`src/rtl/cdce_readback_check_if.sv`:
```
// Serial link to the CDCE plus the expected-value ROM lookup used by the readback checker.
// The checker is the master: it drives chip select, command data and the ROM address.
interface cdce_readback_check_if;
  logic        cs_n;
  logic        mosi;
  logic        miso;
  logic [3:0]  rom_address;
  logic [31:0] expected_data;

  modport master (
    output cs_n,
    output mosi,
    output rom_address,
    input  miso,
    input  expected_data
  );

  modport slave (
    input  cs_n,
    input  mosi,
    input  rom_address,
    output miso,
    output expected_data
  );
endinterface

```
`src/rtl/cdce_readback_check.sv`:
```
// Post-configuration readback verifier: for each CDCE register it sends a read command,
// captures the 32-bit reply and compares it (masked) against the expected ROM word.
module cdce_readback_check #(
  parameter int unsigned NUM_REGS     = 9,
  parameter int unsigned GAP_CYCLES   = 4,
  parameter logic [31:0] COMPARE_MASK = 32'hFFFF_FFF0
) (
  input  logic                         clk,
  input  logic                         reset_n,
  input  logic                         start,
  cdce_readback_check_if.master        bus,
  output logic                         busy,
  output logic                         done,
  output logic                         pass,
  output logic [4:0]                   mismatch_count,
  output logic [3:0]                   first_fail
);

  localparam int unsigned      GAP_W     = (GAP_CYCLES > 1) ? $clog2(GAP_CYCLES) : 1;
  localparam logic [GAP_W-1:0] GAP_LAST  = GAP_W'(GAP_CYCLES - 1);
  localparam logic [3:0]       LAST_ADDR = 4'(NUM_REGS - 1);

  typedef enum logic [2:0] {
    IDLE, FETCH, CMD, GAP1, READ, COMPARE, GAP2, FINISH
  } state_t;

  state_t           state_q, state_d;
  logic             cs_n_q, cs_n_d;
  logic             mosi_q, mosi_d;
  logic             busy_q, busy_d;
  logic             done_q, done_d;
  logic             pass_q, pass_d;
  logic [4:0]       count_q, count_d;
  logic [3:0]       first_fail_q, first_fail_d;
  logic [3:0]       rom_address_q, rom_address_d;
  logic [31:0]      shift_q, shift_d;
  logic [31:0]      capture_q, capture_d;
  logic [4:0]       bit_cnt_q, bit_cnt_d;
  logic [GAP_W-1:0] gap_cnt_q, gap_cnt_d;
  logic [31:0]      cmd_word;
  logic             mismatch;

  always_comb begin
    state_d       = state_q;
    cs_n_d        = cs_n_q;
    mosi_d        = mosi_q;
    busy_d        = busy_q;
    done_d        = done_q;
    pass_d        = pass_q;
    count_d       = count_q;
    first_fail_d  = first_fail_q;
    rom_address_d = rom_address_q;
    shift_d       = shift_q;
    capture_d     = capture_q;
    bit_cnt_d     = bit_cnt_q;
    gap_cnt_d     = gap_cnt_q;
    cmd_word      = {24'h0, rom_address_q, 4'hE};
    mismatch      = |((capture_q ^ bus.expected_data) & COMPARE_MASK);

    unique case (state_q)
      IDLE: begin
        if (start) begin
          count_d       = 5'd0;
          first_fail_d  = 4'd0;
          done_d        = 1'b0;
          pass_d        = 1'b0;
          rom_address_d = 4'd0;
          busy_d        = 1'b1;
          state_d       = FETCH;
        end
      end

      // Outputs are registered, so bit 0 goes onto mosi as cs_n falls and the
      // shifter holds the remaining bits.
      FETCH: begin
        mosi_d    = cmd_word[0];
        shift_d   = cmd_word >> 1;
        cs_n_d    = 1'b0;
        bit_cnt_d = 5'd0;
        state_d   = CMD;
      end

      CMD: begin
        mosi_d    = shift_q[0];
        shift_d   = shift_q >> 1;
        bit_cnt_d = bit_cnt_q + 5'd1;
        if (bit_cnt_q == 5'd31) begin
          cs_n_d    = 1'b1;
          mosi_d    = 1'b0;
          gap_cnt_d = '0;
          state_d   = GAP1;
        end
      end

      GAP1: begin
        gap_cnt_d = gap_cnt_q + 1'b1;
        if (gap_cnt_q == GAP_LAST) begin
          cs_n_d    = 1'b0;
          bit_cnt_d = 5'd0;
          state_d   = READ;
        end
      end

      READ: begin
        capture_d[bit_cnt_q] = bus.miso;
        bit_cnt_d            = bit_cnt_q + 5'd1;
        if (bit_cnt_q == 5'd31) begin
          cs_n_d  = 1'b1;
          state_d = COMPARE;
        end
      end

      // Status outputs for the pass are published on entry to FINISH.
      COMPARE: begin
        if (mismatch) begin
          count_d = count_q + 5'd1;
          if (count_q == 5'd0) begin
            first_fail_d = rom_address_q;
          end
        end
        if (rom_address_q == LAST_ADDR) begin
          busy_d  = 1'b0;
          done_d  = 1'b1;
          pass_d  = (count_d == 5'd0);
          state_d = FINISH;
        end else begin
          rom_address_d = rom_address_q + 4'd1;
          gap_cnt_d     = '0;
          state_d       = GAP2;
        end
      end

      GAP2: begin
        gap_cnt_d = gap_cnt_q + 1'b1;
        if (gap_cnt_q == GAP_LAST) begin
          state_d = FETCH;
        end
      end

      FINISH: begin
        state_d = IDLE;
      end

      default: begin
        state_d = IDLE;
      end
    endcase
  end

  always_ff @(posedge clk or negedge reset_n) begin
    if (!reset_n) begin
      state_q       <= IDLE;
      cs_n_q        <= 1'b1;
      mosi_q        <= 1'b0;
      busy_q        <= 1'b0;
      done_q        <= 1'b0;
      pass_q        <= 1'b0;
      count_q       <= 5'd0;
      first_fail_q  <= 4'd0;
      rom_address_q <= 4'd0;
      shift_q       <= 32'h0;
      capture_q     <= 32'h0;
      bit_cnt_q     <= 5'd0;
      gap_cnt_q     <= '0;
    end else begin
      state_q       <= state_d;
      cs_n_q        <= cs_n_d;
      mosi_q        <= mosi_d;
      busy_q        <= busy_d;
      done_q        <= done_d;
      pass_q        <= pass_d;
      count_q       <= count_d;
      first_fail_q  <= first_fail_d;
      rom_address_q <= rom_address_d;
      shift_q       <= shift_d;
      capture_q     <= capture_d;
      bit_cnt_q     <= bit_cnt_d;
      gap_cnt_q     <= gap_cnt_d;
    end
  end

  assign bus.cs_n        = cs_n_q;
  assign bus.mosi        = mosi_q;
  assign bus.rom_address = rom_address_q;
  assign busy            = busy_q;
  assign done            = done_q;
  assign pass            = pass_q;
  assign mismatch_count  = count_q;
  assign first_fail      = first_fail_q;

endmodule
```
`src/flat_wrapper.sv`:
```
// flat-port wrapper written by rule: the top's interface ports become plain ports
module cdce_readback_check_flat 
#(
  parameter int unsigned NUM_REGS     = 9,
  parameter int unsigned GAP_CYCLES   = 4,
  parameter logic [31:0] COMPARE_MASK = 32'hFFFF_FFF0
)
  (clk, reset_n, start, busy, done, pass, mismatch_count, first_fail, bus_cs_n, bus_mosi, bus_rom_address, bus_miso, bus_expected_data);
  cdce_readback_check_if bus_i ();
  input  logic clk;
  input  logic reset_n;
  input  logic start;
  output logic busy;
  output logic done;
  output logic pass;
  output logic [4:0] mismatch_count;
  output logic [3:0] first_fail;
  output wire logic [$bits(bus_i.cs_n)-1:0] bus_cs_n;
  output wire logic [$bits(bus_i.mosi)-1:0] bus_mosi;
  output wire logic [$bits(bus_i.rom_address)-1:0] bus_rom_address;
  input wire logic [$bits(bus_i.miso)-1:0] bus_miso;
  input wire logic [$bits(bus_i.expected_data)-1:0] bus_expected_data;
  assign bus_cs_n = bus_i.cs_n;
  assign bus_mosi = bus_i.mosi;
  assign bus_rom_address = bus_i.rom_address;
  assign bus_i.miso = bus_miso;
  assign bus_i.expected_data = bus_expected_data;
  cdce_readback_check #(.NUM_REGS(NUM_REGS), .GAP_CYCLES(GAP_CYCLES), .COMPARE_MASK(COMPARE_MASK)) u_core (.clk(clk), .reset_n(reset_n), .start(start), .bus(bus_i), .busy(busy), .done(done), .pass(pass), .mismatch_count(mismatch_count), .first_fail(first_fail));
endmodule
```
`config.mk`:
```
export PLATFORM = sky130hd
export DESIGN_NAME = cdce_readback_check_flat
export DESIGN_NICKNAME = d
export VERILOG_FILES = /design/src/rtl/cdce_readback_check_if.sv /design/src/rtl/cdce_readback_check.sv /design/src/flat_wrapper.sv
export SDC_FILE = /design/constraint.sdc
export NUM_CORES = 1
export LEC_CHECK = 0
export CORE_ASPECT_RATIO = 1.25
export CORE_MARGIN = 1
export CORE_UTILIZATION = 56
export CTS_BUF_LIST = sky130_fd_sc_hd__clkbuf_4
export DETAILED_ROUTE_END_ITERATION = 6
export PLACE_DENSITY = 0.85
export SYNTH_ARGS = -nofsm -noshare
export SYNTH_HDL_FRONTEND = slang
export SYNTH_SLANG_ARGS = --single-unit
```
`constraint.sdc`:
```
create_clock -name clk -period 2.35 [get_ports clk]
set_input_delay 0.47 -clock clk [delete_from_list [all_inputs] [get_ports clk]]
set_output_delay 0.47 -clock clk [all_outputs]
set_load 0.005 [all_outputs]
```
==> results of run 1 <==
-- cell type report --
class / instances / area (sq um) / area share
tap: 85 / 106 / 0.0246
clock inverter: 5 / 58.8 / 0.0136
multi-input combinational: 276 / 1830 / 0.425
timing repair buffer: 63 / 603 / 0.140
sequential: 63 / 1580 / 0.366
inverter: 14 / 52.6 / 0.0122
clock buffer: 11 / 82.6 / 0.0191
-- worst min-delay path by stage --
stage	from	end	depth (start not counted)
5_1_grt	reset_n	u_core.capture_q[28]	1
2_1_floorplan	reset_n	u_core.bit_cnt_q[0]	0
4_1_cts	reset_n	u_core.capture_q[24]	1
3_3_place_gp	u_core.done	u_core.done	2
3_5_place_dp	u_core.done	u_core.done	2
6_report	reset_n	u_core.capture_q[28]	1
-- cell families after synthesis --
group	synth area share
AOI/OAI and AO/OA	0.128
xor gates and xnor gates	0.0817
adders and majority gates	0.0382
buffers and inverters	0.0350
DFF	0.446
muxes	0.103
and+or+nand+nor	0.168
-- cell usage after synthesis (2+ instances only) --
cell | instances | share of area
ha_1 | 10 | 0.035
xor2_1 | 30 | 0.074
nand2_1 | 41 | 0.044
mux2i_1 | 5 | 0.014
nand4_1 | 2 | 0.0035
nor4_1 | 7 | 0.012
nor3b_1 | 4 | 0.0085
nand3_1 | 8 | 0.011
nor2_1 | 41 | 0.044
or3_1 | 3 | 0.0053
o21ai_1 | 4 | 0.0057
a21o_1 | 3 | 0.0064
inv_1 | 12 | 0.013
o21ai_0 | 11 | 0.016
a22o_1 | 2 | 0.0050
o31ai_1 | 2 | 0.0042
mux2_2 | 7 | 0.022
a211oi_1 | 3 | 0.0064
dfrtp_1 | 62 | 0.44
inv_2 | 2 | 0.0021
and3_1 | 7 | 0.012
or2_1 | 2 | 0.0035
nand3b_1 | 3 | 0.0064
clkbuf_1 | 16 | 0.017
nor3_1 | 2 | 0.0028
a22oi_1 | 2 | 0.0042
mux2_1 | 21 | 0.067
a31oi_1 | 9 | 0.016
xnor2_1 | 3 | 0.0074
a21oi_1 | 18 | 0.025
nor2b_1 | 3 | 0.0053
o22ai_1 | 8 | 0.014
-- layout by cell type (no fill, tap or decap), drive strengths merged, types with 2 or more instances in the layout --
master / Yosys / layout
xor2: 30 / 30
or2: 2 / 2
nor2b: 3 / 3
o31ai: 2 / 2
nand3b: 3 / 3
a21o: 3 / 3
or3: 3 / 3
nand4: 2 / 2
ha: 10 / 10
a22o: 2 / 2
mux2: 28 / 28
a22oi: 2 / 2
o22ai: 8 / 8
nor3b: 4 / 4
nand3: 9 / 9
nor2: 41 / 41
inv: 14 / 14
nor3: 2 / 2
nor4: 7 / 7
nand2: 41 / 41
dfrtp: 62 / 62
mux2i: 5 / 5
a21oi: 18 / 18
buf: 1 / 15
xnor2: 3 / 3
a31oi: 9 / 9
clkdlybuf4s50: 0 / 48
clkinv: 0 / 3
clkbuf: 16 / 11
o21ai: 15 / 15
a211oi: 4 / 4
and3: 7 / 7
-- routing by layer --
| metal | share of wire | vias up | global-route usage |
|---|---|---|---|
| met4 | 0.025 | 0 | 0.129 |
| met2 | 0.51 | 81 | 0.440 |
| li1 | - | 1414 | - |
| met1 | 0.42 | 1422 | 0.303 |
| met3 | 0.041 | 14 | 0.0335 |
| met5 | 0 | - | 0 |
-- power breakdown --
part / leakage, nW / switching, mW / total [mW] / internal (mW)
clock network: 0.0747 / 0.391 / 0.740 / 0.349
logic: 1.06 / 0.811 / 1.58 / 0.770
registers: 0.801 / 0.310 / 1.64 / 1.33
total: 1.93 / 1.51 / 3.96 / 2.45
-- registers in the layout, summed over array words and instances, names as in the netlist, 2 cells and up --
| register | cells |
|---|---|
| u_core.bus.rom_address | 4 |
| u_core.shift_q | 7 |
| u_core.bit_cnt_q | 5 |
| u_core.state_q | 3 |
| u_core.gap_cnt_q | 2 |
| u_core.capture_q | 28 |
| u_core.mismatch_count | 5 |
| u_core.first_fail | 4 |
-- critical path: cells and delay by family --
kind / cells / cell delay, ns
buffers and inverters: 1 / 0.41
AND/OR/NAND/NOR: 3 / 0.98
XOR/XNOR: 1 / 0.16
AO/OA/AOI/OAI: 2 / 0.45
==> flow_summary.ini, run 1 <==
[route]
first_pass_iters = 5
wl_per_cell_um = 14.9
ant_nets = 0
remaining_drc_errors = 0
drt_wl_total_mm = 7.71
drt_iter0_markers = 186
vias_per_cell = 5.67
vias = 2931

[placement]
place_ws_ns = -0.267
place_congestion = 0.861
dp.cells = 501
hpwlAfterDp_mm = 5.63
port-buffer-count = 49
place_area_sq_um = 4170

[finish]
nets = 473
stdcell_count = 517
syn_to_final_growth_pct = 22.0
drive_above_1_share = 0.0972
fin_util = 0.704
final_area_sq_um = 4320
antenna_cells = 0
fill_cells = 472

[cts]
cts.clk_slew.worst_paths_ns = 0.10
cts.sinks = 63
clkLatencyLatePin_ns = 0.41
cts_hold_buf = 0
cts_setup_buffers = 0
cts_tree = built
cts-resized-gates = 0
cts_buffers = 9
clockRootBuffer = clkbuf_4
cts_max_path_buffers = 2
cts_max_level = 3

[synth]
yosys_register_bits = 63
ys_seq_area_frac = 0.446
syn-num-nets = 416
syn_area_per_cell_sq_um = 9.56
yosysWarnings = 0
synth_top_flop_cell = dfrtp_1
netlist_instances = 370
yosysUniqueCellTypes = 49
syn-cell-area_sq_um = 3540
synth-edff-count = 0
async_flop_share = 1.00

[setup_path]
cp_max_fo = 5
cp-start-kind = input port
r2r-end = u_core.pass
criticalPathCategory = input port to flip-flop
worst_path_max_delay_cell = clkdlybuf4s50_1
crit_arrival_ns = 2.47
worstPathCellList = clkdlybuf4s50_1 -> xor2_1 -> nor4_1 -> nand4_1 -> or2_1 -> a311oi_1 -> a211oi_2
crit_start = bus_expected_data[18]
end_kind = flip-flop
cp_slowest_stage_delay_ns = 0.41
r2r_start = u_core.capture_q[18]
reg2reg_depth = 6
cp.required_ns = 2.64
r2r_slack_ns = 0.27
crit_path_end = u_core.pass

[die]
initial_core_util = 0.577
fp.dieArea_sq_um = 6640
rows = 32
coreArea_sq_um = 6130
pin_count = 54
die_x_um = 73.1
die_h_um = 90.8

[timing]
slew_headroom = 0.571
fin_setup_tns_ns = 0
rsz0062_at_grt = no
setup_slack_ns = 0.171
skew_ns = 0.0118
whs_ns = 0.0716
finalCritPeriodShare = 0.927
period_minus_slack_ns = 2.18
setup_viol = 0
hold_viol = 0
slew_viol_final = 0
tightest_slew_ns = 0.644
fmax_ghz = 0.459

[global_routing]
track_usage = 0.255
grt_max_degree = 38
grt_pass1_vias = 2948
grt_pass1_wl_mm = 13.0
antenna_found_initial = 0
gr-total-overflow = 0

[power_and_ir_drop]
peakVddDrop_mv = 0.713
finalPower_mw = 3.96
powerDensity_nw_per_um2 = 919
leakagePower_nw = 1.93

[status]
status = complete, no violations

[run]
drv_cap = 0

[hold_path]
hold_path_class = input port to async pin
No activity file was read; power rests on OpenSTA's default activity.
==> run 2, diff against run 1 <==
--- a/config.mk
+++ b/config.mk
@@ -11,6 +11,7 @@
 export CTS_BUF_LIST = sky130_fd_sc_hd__clkbuf_4
 export DETAILED_ROUTE_END_ITERATION = 6
 export PLACE_DENSITY = 0.85
+export REMOVE_ABC_BUFFERS = 1
 export SYNTH_ARGS = -nofsm -noshare
 export SYNTH_HDL_FRONTEND = slang
 export SYNTH_SLANG_ARGS = --single-unit
==> flow_summary.ini, run 2 (synthesis gave the netlist of run 1 again) <==
[global_routing]
track_usage = 0.258
grt_max_degree = 29
use_met2 = 0.424
grt_busiest_layer = met2
gr-total-overflow = 0
grt_use_met1 = 0.321
met3_usage = 0.0402
grt_pass1_vias = 2853
antenna_found_initial = 0
grt_pass1_wl_mm = 13.1

[finish]
regMostFlops = u_core.capture_q
final_area_sq_um = 4360
nets = 472
drive_above_1_share = 0.102
stdcell_count = 516
final_common_cell = dfrtp_1
largest_registers = u_core.capture_q: 28 flops, u_core.shift_q: 7 flops
syn_to_final_growth_pct = 23.2
final_cell_mix = dfrtp_1 (62), clkdlybuf4s50_1 (48), nor2_1 (41), nand2_1 (41), xor2_1 (30)
largest_register_ffs = 28
antenna_cells = 0

[setup_path]
crit_family = simple AND/OR/NAND/NOR gates
cp.required_ns = 2.68
end_kind = flip-flop
worstPathCellList = clkdlybuf4s50_1 -> xor2_1 -> nor4_2 -> nand4_1 -> or2_1 -> buf_4 -> a21o_1 -> a31oi_1
cp-start-kind = input port
cp_slowest_stage_delay_ns = 0.43
worst_path_max_delay_cell = clkdlybuf4s50_1
cp_max_fo = 6
cp.buffers_inverters = 2
criticalPathCategory = input port to flip-flop
crit_arrival_ns = 2.54

[die]
die_x_um = 73.1
initial_core_util = 0.577
coreArea_sq_um = 6130
fp.dieArea_sq_um = 6640
rows = 32
pin_count = 54
die_h_um = 90.8

[route]
vias_per_cell = 5.77
drt_wl_total_mm = 7.78
ant_nets = 0
drt_iter0_markers = 154
vias = 2978
wl_per_cell_um = 15.1
remaining_drc_errors = 0
first_pass_iters = 4

[power_and_ir_drop]
leakagePower_nw = 1.95
switching_share = 0.368
p_sw_mw = 1.54
p_comb_frac = 0.377
pwr-share-seq = 0.392
clockPowerShare = 0.231
peakVddDrop_mv = 0.740
powerDensity_nw_per_um2 = 959
p_int_mw = 2.64

[hold_path]
hold_path_class = input port to async pin

[status]
status = complete, no violations

[cts]
cts_hold_buf = 0
cts_max_level = 3
clkLatencyLatePin_ns = 0.42
cts_max_path_buffers = 2
cts.sinks = 63
cts_buffers = 9
cts.clk_slew.worst_paths_ns = 0.12
clockRootBuffer = clkbuf_4
cts_tree = built

[timing]
setup_slack_ns = 0.133
finalCritPeriodShare = 0.943
rsz0062_at_grt = no
slew_headroom = 0.557
hold_viol = 0
setup_viol = 0
period_minus_slack_ns = 2.22
fmax_ghz = 0.451
tightest_slew_ns = 0.662
skew_ns = 0.0165
slew_viol_final = 0

[placement]
place_area_sq_um = 4150
hpwlAfterDp_mm = 5.66
place_congestion = 0.851
place_ws_ns = -0.366
port-buffer-count = 49
dp.cells = 500

[run]
drv_cap = 0
## run 2: per-stage QoR
stage	hold slack (ns)	setup TNS [ns]	total power, mW	utilization
finish	0.0169	0	4.18	0.711
global route	0.0330	0	4.49	0.711
global placement	0.463	-1.89	3.15	0.678
floorplan	0.174	0	2.58	-
detailed placement	0.468	-3.05	3.22	0.678
CTS	0.0217	0	4.19	0.709
## run 2: final timing paths
check	from	to	slack, ns	cells after the start
worst max-delay path	bus_expected_data[7]	u_core.mismatch_count[3]	0.13	8
worst min-delay path	reset_n	u_core.pass	0.02	1
worst min register to register	u_core.gap_cnt_q[0]	u_core.gap_cnt_q[0]	0.48	1
max in group asynchronous	reset_n	u_core.bus.cs_n	1.62	2
worst max register to register	u_core.capture_q[7]	u_core.mismatch_count[3]	0.22	7
min in group clk	u_core.gap_cnt_q[0]	u_core.gap_cnt_q[0]	0.48	1
## run 2: worst reg2reg max path: stages, from the launching register on
cell	delay (ns)
dfrtp_1	0.41
xor2_1	0.17
nor4_2	0.39
nand4_1	0.21
or2_1	0.33
buf_4	0.18
a21o_1	0.15
a31oi_1	0.19
## run 2: power by group through the flow
stage	registers [mW]	clock network [mW]	logic, mW
floorplan	1.66	0	0.915
global placement	1.64	0	1.51
detailed placement	1.65	0	1.57
CTS	1.63	0.974	1.58
global route	1.68	1.03	1.77
finish	1.64	0.965	1.57
## run 2: timing repair
action / in CTS / in global routing
resized for setup: 0 / 2
buffers inserted: 0 / 0
endpoints found under the setup margin: 0 / 6
## run 2: final cells by class
cell class | count | area, sq um
fill | 462 | 1770
inverter | 14 | 52.6
clock buffer | 9 | 67.6
clock inverter | 7 | 121
sequential | 63 | 1580
timing repair buffer | 62 | 583
multi-input combinational | 276 | 1850
tap | 85 | 106
## run 2: per-layer routing
| layer | wire length [um] | vias up | part of all wire |
|---|---|---|---|
| li1 | - | 1418 | - |
| met5 | 0 | - | 0 |
| met1 | 3140 | 1452 | 0.40 |
| met4 | 218 | 0 | 0.028 |
| met3 | 389 | 20 | 0.050 |
| met2 | 4030 | 88 | 0.52 |
